**src/rtl/disp_pkg.sv**
```systemverilog
// rtl/disp_pkg.sv - shared constants, scan state type and digit helper for the display scanner
//
// Contents:
//   NUM_DIGITS   number of multiplexed digits
//   ZERO_CODE    active-low segment code of the digit '0'
//   BLANK_CODE   active-low segment code with every segment and dp off
//   scan_state_t BLANK (anodes off) / DRIVE (current digit lit)
//   lead_zero()  1 when a digit is a leading zero of the frame (digit 0 never is)

package disp_pkg;

  localparam int         NUM_DIGITS = 4;
  localparam logic [7:0] ZERO_CODE  = 8'hC0;
  localparam logic [7:0] BLANK_CODE = 8'hFF;

  typedef enum logic {
    BLANK = 1'b0,
    DRIVE = 1'b1
  } scan_state_t;

  // A digit is a leading zero when it and every more-significant digit show '0'.
  function automatic logic lead_zero(input logic [31:0] frame, input logic [1:0] digit);
    logic z;
    z = (digit != 2'd0);
    for (int k = 0; k < NUM_DIGITS; k++) begin
      if (k >= int'(digit) && frame[8*k +: 8] != ZERO_CODE) z = 1'b0;
    end
    return z;
  endfunction

endpackage

```
**src/rtl/scan_prescaler.sv**
```systemverilog
// rtl/scan_prescaler.sv - clock prescaler producing the scan tick
//
// Ports:
//   clk_in  system clock
//   rst     synchronous active-high reset (count returns to 0)
//   en      count enable; low holds the count and suppresses tick
//   tick    high for the one cycle the count equals CLK_DIV-1

module scan_prescaler #(
  parameter int CLK_DIV = 100000
) (
  input  logic clk_in,
  input  logic rst,
  input  logic en,
  output logic tick
);

  localparam int            CW   = (CLK_DIV > 1) ? $clog2(CLK_DIV) : 1;
  localparam logic [CW-1:0] LAST = CW'(CLK_DIV - 1);

  logic [CW-1:0] cnt;

  assign tick = en && (cnt == LAST);

  always_ff @(posedge clk_in) begin
    if (rst) begin
      cnt <= '0;
    end else if (en) begin
      cnt <= tick ? '0 : cnt + 1'b1;
    end
  end

endmodule

```
**src/rtl/display_scan_ctrl.sv**
```systemverilog
// rtl/display_scan_ctrl.sv - 4-digit seven-segment scan scheduler with tear-free frame update
//
// Build option: define LEADING_ZERO_BLANK_EN to blank leading zero digits (digit 0 always shown).
//
// Ports:
//   clk_in          system clock
//   rst             synchronous active-high reset
//   en              scan enable; low freezes the scan position and blanks the display
//   upd_valid       new frame offered
//   upd_data[31:0]  frame, byte k = active-low segment code of digit k (digit 3 most significant)
//   upd_ready       pending buffer empty, a frame can be accepted
//   refreshcounter  current slot index 0..3
//   an_n[3:0]       active-low anode enables
//   seg_n[7:0]      active-low segment and dp drive
//   frame_done      one-cycle pulse when slot 3 ends

module display_scan_ctrl
  import disp_pkg::*;
#(
  parameter int CLK_DIV     = 100000,
  parameter int SLOT_TICKS  = 4,
  parameter int BLANK_TICKS = 1
) (
  input  logic        clk_in,
  input  logic        rst,
  input  logic        en,
  input  logic        upd_valid,
  input  logic [31:0] upd_data,
  output logic        upd_ready,
  output logic [1:0]  refreshcounter,
  output logic [3:0]  an_n,
  output logic [7:0]  seg_n,
  output logic        frame_done
);

  localparam int            TW     = $clog2(SLOT_TICKS);
  localparam logic [TW-1:0] LAST_T = TW'(SLOT_TICKS - 1);
  localparam logic [TW-1:0] BT     = TW'(BLANK_TICKS);

  logic          tick;
  logic [TW-1:0] tick_cnt, tick_cnt_nxt;
  logic [1:0]    rc_nxt;
  scan_state_t   state, state_nxt;
  logic [31:0]   active, active_nxt, pending;
  logic          pend_full;
  logic          slot_end, boundary, show;
  logic [3:0]    an_nxt;
  logic [7:0]    seg_nxt;

  scan_prescaler #(.CLK_DIV(CLK_DIV)) u_prescaler (
    .clk_in (clk_in),
    .rst    (rst),
    .en     (en),
    .tick   (tick)
  );

  assign upd_ready = !pend_full;

  always_comb begin
    slot_end     = tick && (tick_cnt == LAST_T);
    boundary     = slot_end && (refreshcounter == 2'd3);
    tick_cnt_nxt = tick_cnt;
    rc_nxt       = refreshcounter;
    state_nxt    = state;

    if (tick) tick_cnt_nxt = slot_end ? '0 : tick_cnt + 1'b1;
    if (slot_end) rc_nxt = refreshcounter + 2'd1;

    case (state)
      // With BLANK_TICKS=0 the slot-end tick already lands on count BT, so DRIVE follows directly.
      BLANK:   if (tick && tick_cnt_nxt == BT) state_nxt = DRIVE;
      DRIVE:   if (slot_end && BLANK_TICKS != 0) state_nxt = BLANK;
      default: state_nxt = BLANK;
    endcase

    active_nxt = (boundary && pend_full) ? pending : active;

    // Outputs are computed from next-cycle values so the registered pins follow the causing tick by one cycle.
    show = en && (state_nxt == DRIVE);
`ifdef LEADING_ZERO_BLANK_EN
    show = show && !lead_zero(active_nxt, rc_nxt);
`else
    show = show;
`endif
    an_nxt  = show ? ~(4'b0001 << rc_nxt) : 4'hF;
    seg_nxt = show ? active_nxt[{rc_nxt, 3'b000} +: 8] : BLANK_CODE;
  end

  always_ff @(posedge clk_in) begin
    if (rst) begin
      tick_cnt       <= '0;
      refreshcounter <= 2'd0;
      state          <= BLANK;
      active         <= 32'hFFFF_FFFF;
      pending        <= 32'hFFFF_FFFF;
      pend_full      <= 1'b0;
      an_n           <= 4'hF;
      seg_n          <= BLANK_CODE;
      frame_done     <= 1'b0;
    end else begin
      tick_cnt       <= tick_cnt_nxt;
      refreshcounter <= rc_nxt;
      state          <= state_nxt;
      active         <= active_nxt;
      an_n           <= an_nxt;
      seg_n          <= seg_nxt;
      frame_done     <= boundary;
      // A boundary only drains a full buffer, and a capture only fills an empty one, so they never collide.
      if (boundary && pend_full) begin
        pend_full <= 1'b0;
      end else if (upd_valid && !pend_full) begin
        pending   <= upd_data;
        pend_full <= 1'b1;
      end
    end
  end

endmodule

```
**config.mk**
```make
export PLATFORM = sky130hd
export DESIGN_NAME = display_scan_ctrl
export DESIGN_NICKNAME = d
export VERILOG_FILES = /design/src/rtl/disp_pkg.sv /design/src/rtl/scan_prescaler.sv /design/src/rtl/display_scan_ctrl.sv
export SDC_FILE = /design/constraint.sdc
export NUM_CORES = 1
export LEC_CHECK = 0
export ABC_AREA = 1
export ABC_CLOCK_PERIOD_IN_PS = 4200
export CAP_MARGIN = 5
export CORE_MARGIN = 1.5
export CORE_UTILIZATION = 50
export CTS_BUF_LIST = sky130_fd_sc_hd__clkbuf_16
export DETAILED_ROUTE_END_ITERATION = 8
export DONT_BUFFER_PORTS = 1
export PLACE_DENSITY = 0.72
export SETUP_SLACK_MARGIN = 0.2
export SLEW_MARGIN = 40
export SYNTH_ARGS = -nofsm -noshare
export SYNTH_HDL_FRONTEND = slang
export SYNTH_HIERARCHICAL = 1
export SYNTH_SLANG_ARGS = --single-unit
```
**constraint.sdc**
```tcl
create_clock -name clk_in -period 4.2 [get_ports clk_in]
set_input_delay 1.26 -clock clk_in [delete_from_list [all_inputs] [get_ports clk_in]]
set_output_delay 1.26 -clock clk_in [all_outputs]
set_load 0.05 [all_outputs]
```
==> results.cfg, run 1 <==
[detailed_routing]
drc = 0
drtIter0Drc = 173
drt-vias-per-instance = 5.10
firstDrtPassIters = 4
totalWireLength_microns = 8280
ant_nets = 0
drt-wirelength-per-cell_microns = 12.6
routed-via-count = 3339

[grt]
first_global_vias = 2959
antenna_found_initial = 0
grt_max_degree = 51
grt-ovfl-total = 0
grt_pass1_wl_microns = 13900
grt_use_total_pct = 20.1

[place]
place_congestion = 0.859
portBuffers = 0
dpl.hpwl_microns = 5620
pre_cts_ws_ns = 1.18

[floorplanning]
rows = 33
die_h_microns = 94.2
io_pins = 52
initial_core_util_pct = 51.1
die-area_sq_um = 8880
core_area_sq_um = 8130
die-width_microns = 94.2

[sta]
tightest_slew_ns = 0.730
hold_slack_ns = 0.454
fmax_mhz = 368
fin_crit_ns = 2.72
slew_headroom_pct = 51.3
tns_ns = 0
setup_slack_ns = 1.48
post-route-period-util_pct = 64.7
slew_viol_final = 0
finalHoldViolations = 0
final.setup_skew_ns = 0.00802
finalSetupViolations = 0
grt_setup_unrepaired = false

[synth]
synth_edf_count = 0
ys_ff_latch = 100
syn_inst = 556
yosysWarnings = 6
synth_cell_types = 32
synth_common_cells = nand2_1, dfxtp_1, nand3_1
synth.most_common_cell = nand2_1
yosys.area.top_type = dfxtp_1
synthTopCellsByArea = dfxtp_1, nand2_1, nand3_1
syn_area_sq_um = 4160
ys_seq_area_share_pct = 48.1
synth_nets = 595
synth_flop_cell = dfxtp_1
synth-async-reset-ratio_pct = 0
synth_top_area_share_pct = 48.1
syn_area_per_cell_sq_um = 7.48

[worst_setup_path]
critPathLaunchType = primary input
path_max_fanout = 9
r2r_setup_slack_ns = 1.64
crit_path_end_kind = register
path_class = primary input to register
required_ns = 4.48
cp.arrival_ns = 3.00

[clock_network]
clk_latency_ns = 0.34
cts_buffers = 9
cts_max_level = 3
cts_tree = built
ctsHoldBuffers = 0
cts_setup_buffers = 0
clockBufferDepth = 2
root_buffer = clkbuf_16
cts.sinks = 100
ctsResizeCount = 0
clk_pin_slew_worst_paths_ns = 0.06

[outcome]
status = complete, no violations

[layout]
area_delta_synth_final_pct = 7.37
drive_gt1_share_pct = 9.82
diodes = 0
nNetsFinal = 585

[power_and_ir_drop]
power.density_nw_per_um2 = 417
peakVddDrop_v = 0.000295
power.leakage_nw = 1.98
total_power_mw = 1.86

[flow_run]
maxCapViolCount = 0

[hold_path]
hp-class = register to register
path summary, 6_finish.rpt:
path	startpoint	endpoint	cells after the start
setup / recovery	en	seg_n[7]$_SDFF_PP1_	12
hold / removal	active[0]$_SDFF_PP1_	active[0]$_SDFF_PP1_	2
setup reg to reg	u_prescaler/cnt[0]$_SDFFE_PP0P_	seg_n[7]$_SDFF_PP1_	13
hold reg to reg	active[0]$_SDFF_PP1_	active[0]$_SDFF_PP1_	2
area by class of cell:
type	count	area, sq um
Fill cell	760	3670
Sequential cell	100	2000
Multi-Input combinational cell	387	1860
Clock buffer	9	225
Inverter	46	173
Tap cell	105	131
Clock inverter	6	57.6
Timing Repair Buffer	2	15.0
flip-flops by register name (all words and copies together), names as in the netlist:
name	count
active	32
pending	32
u_prescaler/cnt	17
seg_n	8
an_n	4
refreshcounter	2
tick_cnt	2
frame_done	1
pend_full	1
state	1
power by group:
part	internal, mW	switching (mW)	total [mW]
sequential	0.977	0.0166	0.993
combinational	0.0234	0.0510	0.0745
clock	0.453	0.342	0.795
worst max-delay path, cell delays in order:
cell and delay [ns]:
nand4_1 0.07, nor2_1 0.11, nand3_2 0.20, inv_1 0.29
nand2_2 0.15, nand2_1 0.14, nand2_4 0.08, nor2_2 0.33
nand2_1 0.11, nand2_1 0.10, nor2_1 0.06, nand2_1 0.07
logic make-up after synthesis:
family          synth area share, %
buf+inv                        7.10
simple gates                   36.1
flops                          48.1
compound gates                 6.56
xor+xnor                       1.26
fa+ha+maj                     0.902
routing by layer:
metal  wire (microns)  up-vias  part of all wire, %  track usage (%)
li1                 -     1742                    -                -
met1             3970     1504                   48             27.6
met2             3710       77                   45             30.5
met3              442       16                  5.3             4.77
met4              146        0                  1.8             7.21
met5                0        -                    0                0
stage by stage:
| stage | area [sq um] | utilization [%] | std cells |
|---|---|---|---|
| after floorplan | 4160 | - | 556 |
| after global placement | 4180 | 51.4 | 640 |
| after detailed placement | 4180 | 51.4 | 640 |
| after CTS | 4470 | 54.9 | 655 |
| after global routing | 4470 | 54.9 | 655 |
| final | 4470 | 54.9 | 655 |
placed cells by master, fill, tap and decap left out, types with 3 or more instances in the layout:
cell type and instances:
nand4_1 4, o21ai_0 11, o21ai_1 6, clkbuf_16 9, a21oi_1 7, inv_2 5
nand2_2 4, or2_2 16, ha_1 3, nand2_1 183, dfxtp_1 100, nor2_4 6
nor2_1 40, inv_1 41, o211ai_1 16, nand3_1 65, clkinv_1 3, nor3_1 6
xor2_1 4
Power figures use the tool's default switching activity.
==> run 2: changes to the inputs <==
ABC_CLOCK_PERIOD_IN_PS = 2450   (was 4200)
PLACE_DENSITY = 0.75   (was 0.72)
clock period = 2.45 ns   (was 4.2 ns; I/O delays follow)
==> run 2 against run 1 <==
Total power grew 74%. Clock power grew 76%. Critical path depth shrank 2. Count of clock-buffer cells in the layout is the same. Cell area grew 2.1%. Global-route usage grew 0.27 points. Cell count grew 1.1%. Via count grew 2.2%. Hold slack lost 0.0015 ns. Worst setup slack lost 1.1 ns. Sequential share of layout area shrank 0.92 points.
==> results.cfg, run 2 (synthesis results as in run 1) <==
[clock_network]
cts.sinks = 100
clk_pin_slew_worst_paths_ns = 0.07
clk_latency_ns = 0.34
cts_tree = built
root_buffer = clkbuf_16
cts_max_level = 3
ctsHoldBuffers = 0
cts_buffers = 9
clockBufferDepth = 2

[worst_setup_path]
path_max_fanout = 49
cp.arrival_ns = 2.32
critPathLaunchType = register
r2r_setup_slack_ns = 0.36
critPathBufInv = 2
path_delay_family = simple AND/OR/NAND/NOR gates
cp_cell_sequence = ha_2 -> nand2_1 -> nor3_1 -> nand3_2 -> inv_4 -> nand4_2 -> buf_6 -> nand2_1 -> o21ai_0 -> or2_2
critPathMostFrequentCell = nand2_1
cp_slowest_cell = dfxtp_1
required_ns = 2.68
cp.depth = 10
r2r_start = u_prescaler/cnt[0]$_SDFFE_PP0P_
crit_path_end_kind = register
r2r_cells = 10
path_class = register to register
slowest_delay_ns = 0.37
startpoint = u_prescaler/cnt[0]$_SDFFE_PP0P_

[sta]
slew_headroom_pct = 50.3
fin_crit_ns = 2.09
grt_setup_unrepaired = false
finalSetupViolations = 0
final.setup_skew_ns = 0.0124
post-route-period-util_pct = 85.2
fmax_mhz = 479
tightest_slew_ns = 0.746
finalHoldViolations = 0
setup_slack_ns = 0.363
slew_viol_final = 0
tns_ns = 0

[layout]
layout_common_cells = nand2_1, dfxtp_1, nand3_1
diodes = 0
nFillCells = 754
top_regs = active (32), pending (32), u_prescaler/cnt (17)
drive_gt1_share_pct = 12.0
layout_commonest_cell = nand2_1
nNetsFinal = 591
area_delta_synth_final_pct = 9.62

[detailed_routing]
ant_nets = 0
totalWireLength_microns = 8420
drc = 0
drt-vias-per-instance = 5.16
drt-wirelength-per-cell_microns = 12.7
firstDrtPassIters = 4
routed-via-count = 3413
drtIter0Drc = 142

[grt]
grt-ovfl-total = 0
grt_pass1_wl_microns = 14200
grt_max_degree = 50
antenna_found_initial = 0
grt_use_total_pct = 20.3
first_global_vias = 3083

[hold_path]
hp-start = rst
hp-class = primary input to register
hold_path_depth = 1

[outcome]
status = complete, no violations

[floorplanning]
die-width_microns = 94.2
die-area_sq_um = 8880
initial_core_util_pct = 51.1
rows = 33
die_h_microns = 94.2
io_pins = 52
core_area_sq_um = 8130

[place]
pre_cts_ws_ns = 0.136
place_congestion = 0.930
portBuffers = 0
dpl.hpwl_microns = 5840

[power_and_ir_drop]
power.density_nw_per_um2 = 709
power.leakage_nw = 2.02
peakVddDrop_v = 0.000435

[flow_run]
maxCapViolCount = 0
[run 2: cell count changes in the layout (fill, tap and decap cells not counted), sizes merged]
cell / before / now
buf: 2 / 8
clkinv: 4 / 3
inv: 46 / 49
bufinv: 1 / 0
[run 2: layout make-up]
cell class / count / area (sq um) / area share, %
Clock inverter: 7 / 77.6 / 1.70
Tap cell: 105 / 131 / 2.88
Inverter: 46 / 175 / 3.84
Sequential cell: 100 / 2000 / 43.9
Clock buffer: 9 / 225 / 4.94
Timing Repair Buffer: 8 / 76.3 / 1.67
Multi-Input combinational cell: 387 / 1870 / 41.1
[run 2: worst reg2reg max path, cell delays in order (launching register included)]
cell     delay (ns)
dfxtp_1        0.37
ha_2           0.22
nand2_1        0.07
nor3_1         0.23
nand3_2        0.14
inv_4          0.12
nand4_2        0.10
buf_6          0.22
nand2_1        0.10
o21ai_0        0.11
or2_2          0.30
[run 2: what timing repair did]
item,CTS,global route
gates resized for setup,2,4
setup buffers,2,0
pin swaps,1,1
endpoints found under the setup margin,9,27
hold endpoints to repair,0,0
[run 2: final timing paths]
path                                      to
max                    active[25]$_SDFF_PP1_
min          u_prescaler/cnt[8]$_SDFFE_PP0P_
max reg2reg            active[25]$_SDFF_PP1_
min reg2reg             active[1]$_SDFF_PP1_
[run 2: per-layer routing]
metal  part of all wire (%)  track usage (%)  up-vias
li1                       -                -     1762
met1                     49             27.9     1566
met2                     46             31.2       75
met3                    4.7             4.77       10
met4                    1.2             7.09        0
met5                      0                0        -
[run 2: power breakdown]
group | switching [mW] | internal (mW) | leakage, nW
Clock | 0.674 | 0.728 | 0.146
Sequential | 0.0221 | 1.67 | 0.816
Combinational | 0.0958 | 0.0420 | 1.06
Total | 0.792 | 2.44 | 2.02
[run 2: stage by stage]
step | cell area (sq um) | hold slack (ns) | instances | util, % | power [mW]
2_1_floorplan | 4170 | 0.424 | 556 | - | 1.85
3_3_place_gp | 4210 | 0.433 | 644 | 51.8 | 1.87
3_5_place_dp | 4210 | 0.438 | 644 | 51.8 | 1.87
4_1_cts | 4550 | 0.444 | 662 | 55.9 | 3.27
5_1_grt | 4560 | 0.449 | 662 | 56.1 | 3.36
6_report | 4560 | 0.453 | 662 | 56.1 | 3.23
==> run 3: changes to the inputs <==
ABC_CLOCK_PERIOD_IN_PS = 1900   (was 2450)
clock period = 1.9 ns   (was 2.45 ns; I/O delays follow)
==> run 3 against run 2 <==
The run now ends with negative setup slack left. Sequential power is 30% higher. Combinational power grew 61%. Clock skew decreased by 0.0040 ns. Critical path depth up 1. Critical path type unchanged. Highest routed layer unchanged.
==> results.cfg, run 3 (synthesis results as in run 1) <==
[clock_network]
root_buffer = clkbuf_16
cts_max_level = 3
cts_buffers = 9
cts.sinks = 100
clockBufferDepth = 2
cts_tree = built
clk_latency_ns = 0.35
ctsHoldBuffers = 0
clk_pin_slew_worst_paths_ns = 0.07

[place]
place_congestion = 0.857
portBuffers = 0
pre_cts_ws_ns = -0.0285
dpl.hpwl_microns = 6140

[sta]
finalHoldViolations = 0
post-route-period-util_pct = 107
fin_crit_ns = 2.03
grt_setup_unrepaired = true
final.setup_skew_ns = 0.00837
tns_ns = -1.03
hold_slack_ns = 0.296
slew_headroom_pct = 61.1
setup_slack_ns = -0.130
tightest_slew_ns = 0.583
fmax_mhz = 493
slew_viol_final = 0
finalSetupViolations = 18

[detailed_routing]
drt-vias-per-instance = 5.62
drc = 0
totalWireLength_microns = 12700
drt-wirelength-per-cell_microns = 17.8
drtIter0Drc = 278
routed-via-count = 4004
ant_nets = 0
firstDrtPassIters = 5

[worst_setup_path]
critPathLaunchType = register
cp.arrival_ns = 2.27
required_ns = 2.14
r2r_start = u_prescaler/cnt[2]$_SDFFE_PP0P_
crit_path_end_kind = register
r2r_cells = 11
reg2reg_to = seg_n[1]$_SDFF_PP1_
r2r_setup_slack_ns = -0.13
path_max_fanout = 5
path_class = register to register

[outcome]
status = finished with violations
violations = negative setup slack

[layout]
layout_commonest_cell = nand2_1
diodes = 0
nFillCells = 561
final-seq-area_sq_um = 2010
multi_input_area_sq_um = 2460
area_delta_synth_final_pct = 36.8
top_regs = active (32), pending (32), u_prescaler/cnt (17)
drive_gt1_share_pct = 32.1
layout_common_cells = nand2_1, dfxtp_1, nand3_1
nNetsFinal = 641

[flow_run]
maxCapViolCount = 0

[floorplanning]
die-area_sq_um = 8880
rows = 33
io_pins = 52
core_area_sq_um = 8130
initial_core_util_pct = 51.1
die_h_microns = 94.2
die-width_microns = 94.2

[grt]
grt_max_degree = 50
grt-ovfl-total = 0
grt_use_met1_pct = 29.9
grt_pass1_wl_microns = 16600
grtUsageMet2_pct = 40.4
grt.busiest_layer = met2
grtUsageMet3_pct = 3.72
grt_use_total_pct = 24.0
first_global_vias = 3558
antenna_found_initial = 0

[hold_path]
hold_path_depth = 1
hp-class = primary input to register
whs_endpoint = u_prescaler/cnt[8]$_SDFFE_PP0P_
hp-start = rst

[power_and_ir_drop]
peakVddDrop_v = 0.000478
power.leakage_nw = 2.45
power.density_nw_per_um2 = 735
==> run 3: area by class of cell <==
| type | instances | share of cell area [%] |
|---|---|---|
| Clock inverter | 7 | 0.989 |
| Multi-Input combinational cell | 392 | 43.3 |
| Sequential cell | 100 | 35.2 |
| Tap cell | 105 | 2.31 |
| Clock buffer | 9 | 3.96 |
| Inverter | 46 | 3.25 |
| Timing Repair Buffer | 53 | 10.9 |
==> run 3: what timing repair did <==
action                                  in CTS  in global routing
endpoints found under the setup margin      30                 42
pin swaps                                   12                 13
resized for setup                           32                111
buffers inserted                            12                  8
cloned                                       7                  5
==> run 3: worst max path at each step <==
stage                                     startpoint                     to  slack [ns]  cells past startpoint
global placement     u_prescaler/cnt[1]$_SDFFE_PP0P_  active[26]$_SDFF_PP1_        0.05                     10
detailed placement   u_prescaler/cnt[1]$_SDFFE_PP0P_    seg_n[0]$_SDFF_PP1_       -0.03                     13
CTS                  u_prescaler/cnt[1]$_SDFFE_PP0P_    seg_n[3]$_SDFF_PP1_        0.08                     14
floorplan                                         en    seg_n[5]$_SDFF_PP1_       -0.13                     15
finish               u_prescaler/cnt[2]$_SDFFE_PP0P_    seg_n[1]$_SDFF_PP1_       -0.13                     11
global route        u_prescaler/cnt[13]$_SDFFE_PP0P_    seg_n[7]$_SDFF_PP1_       -0.25                     12
==> run 3: layer usage <==
layer	wire length, microns	up-vias
li1	-	1871
met1	4840	1874
met2	6310	204
met3	962	55
met4	535	0
met5	0	-
==> run 3: power breakdown <==
group	leakage (nW)	internal [mW]	switching, mW
logic	1.50	0.0703	0.151
registers	0.818	2.16	0.0300
clock network	0.137	0.908	0.866
total	2.45	3.14	1.05
==> run 3: per-stage QoR <==
| step | std cells | total power, mW | utilization (%) | instance area, sq um |
|---|---|---|---|---|
| 2_1_floorplan | 556 | 2.39 | - | 4250 |
| 3_3_place_gp | 664 | 2.42 | 55.0 | 4480 |
| 3_5_place_dp | 664 | 2.42 | 55.0 | 4480 |
| 4_1_cts | 699 | 4.15 | 62.6 | 5090 |
| 5_1_grt | 712 | 4.29 | 70.0 | 5690 |
| 6_report | 712 | 4.18 | 70.0 | 5690 |
==> run 3: critical path, cell delays in order (launching register included) <==
cell	delay [ns]
dfxtp_1	0.47
nand2_4	0.10
nor3_4	0.13
nand3_2	0.12
inv_4	0.11
buf_6	0.13
buf_6	0.09
nand3b_1	0.12
a21oi_4	0.28
nand2_2	0.15
nor2_1	0.16
nand2_1	0.06
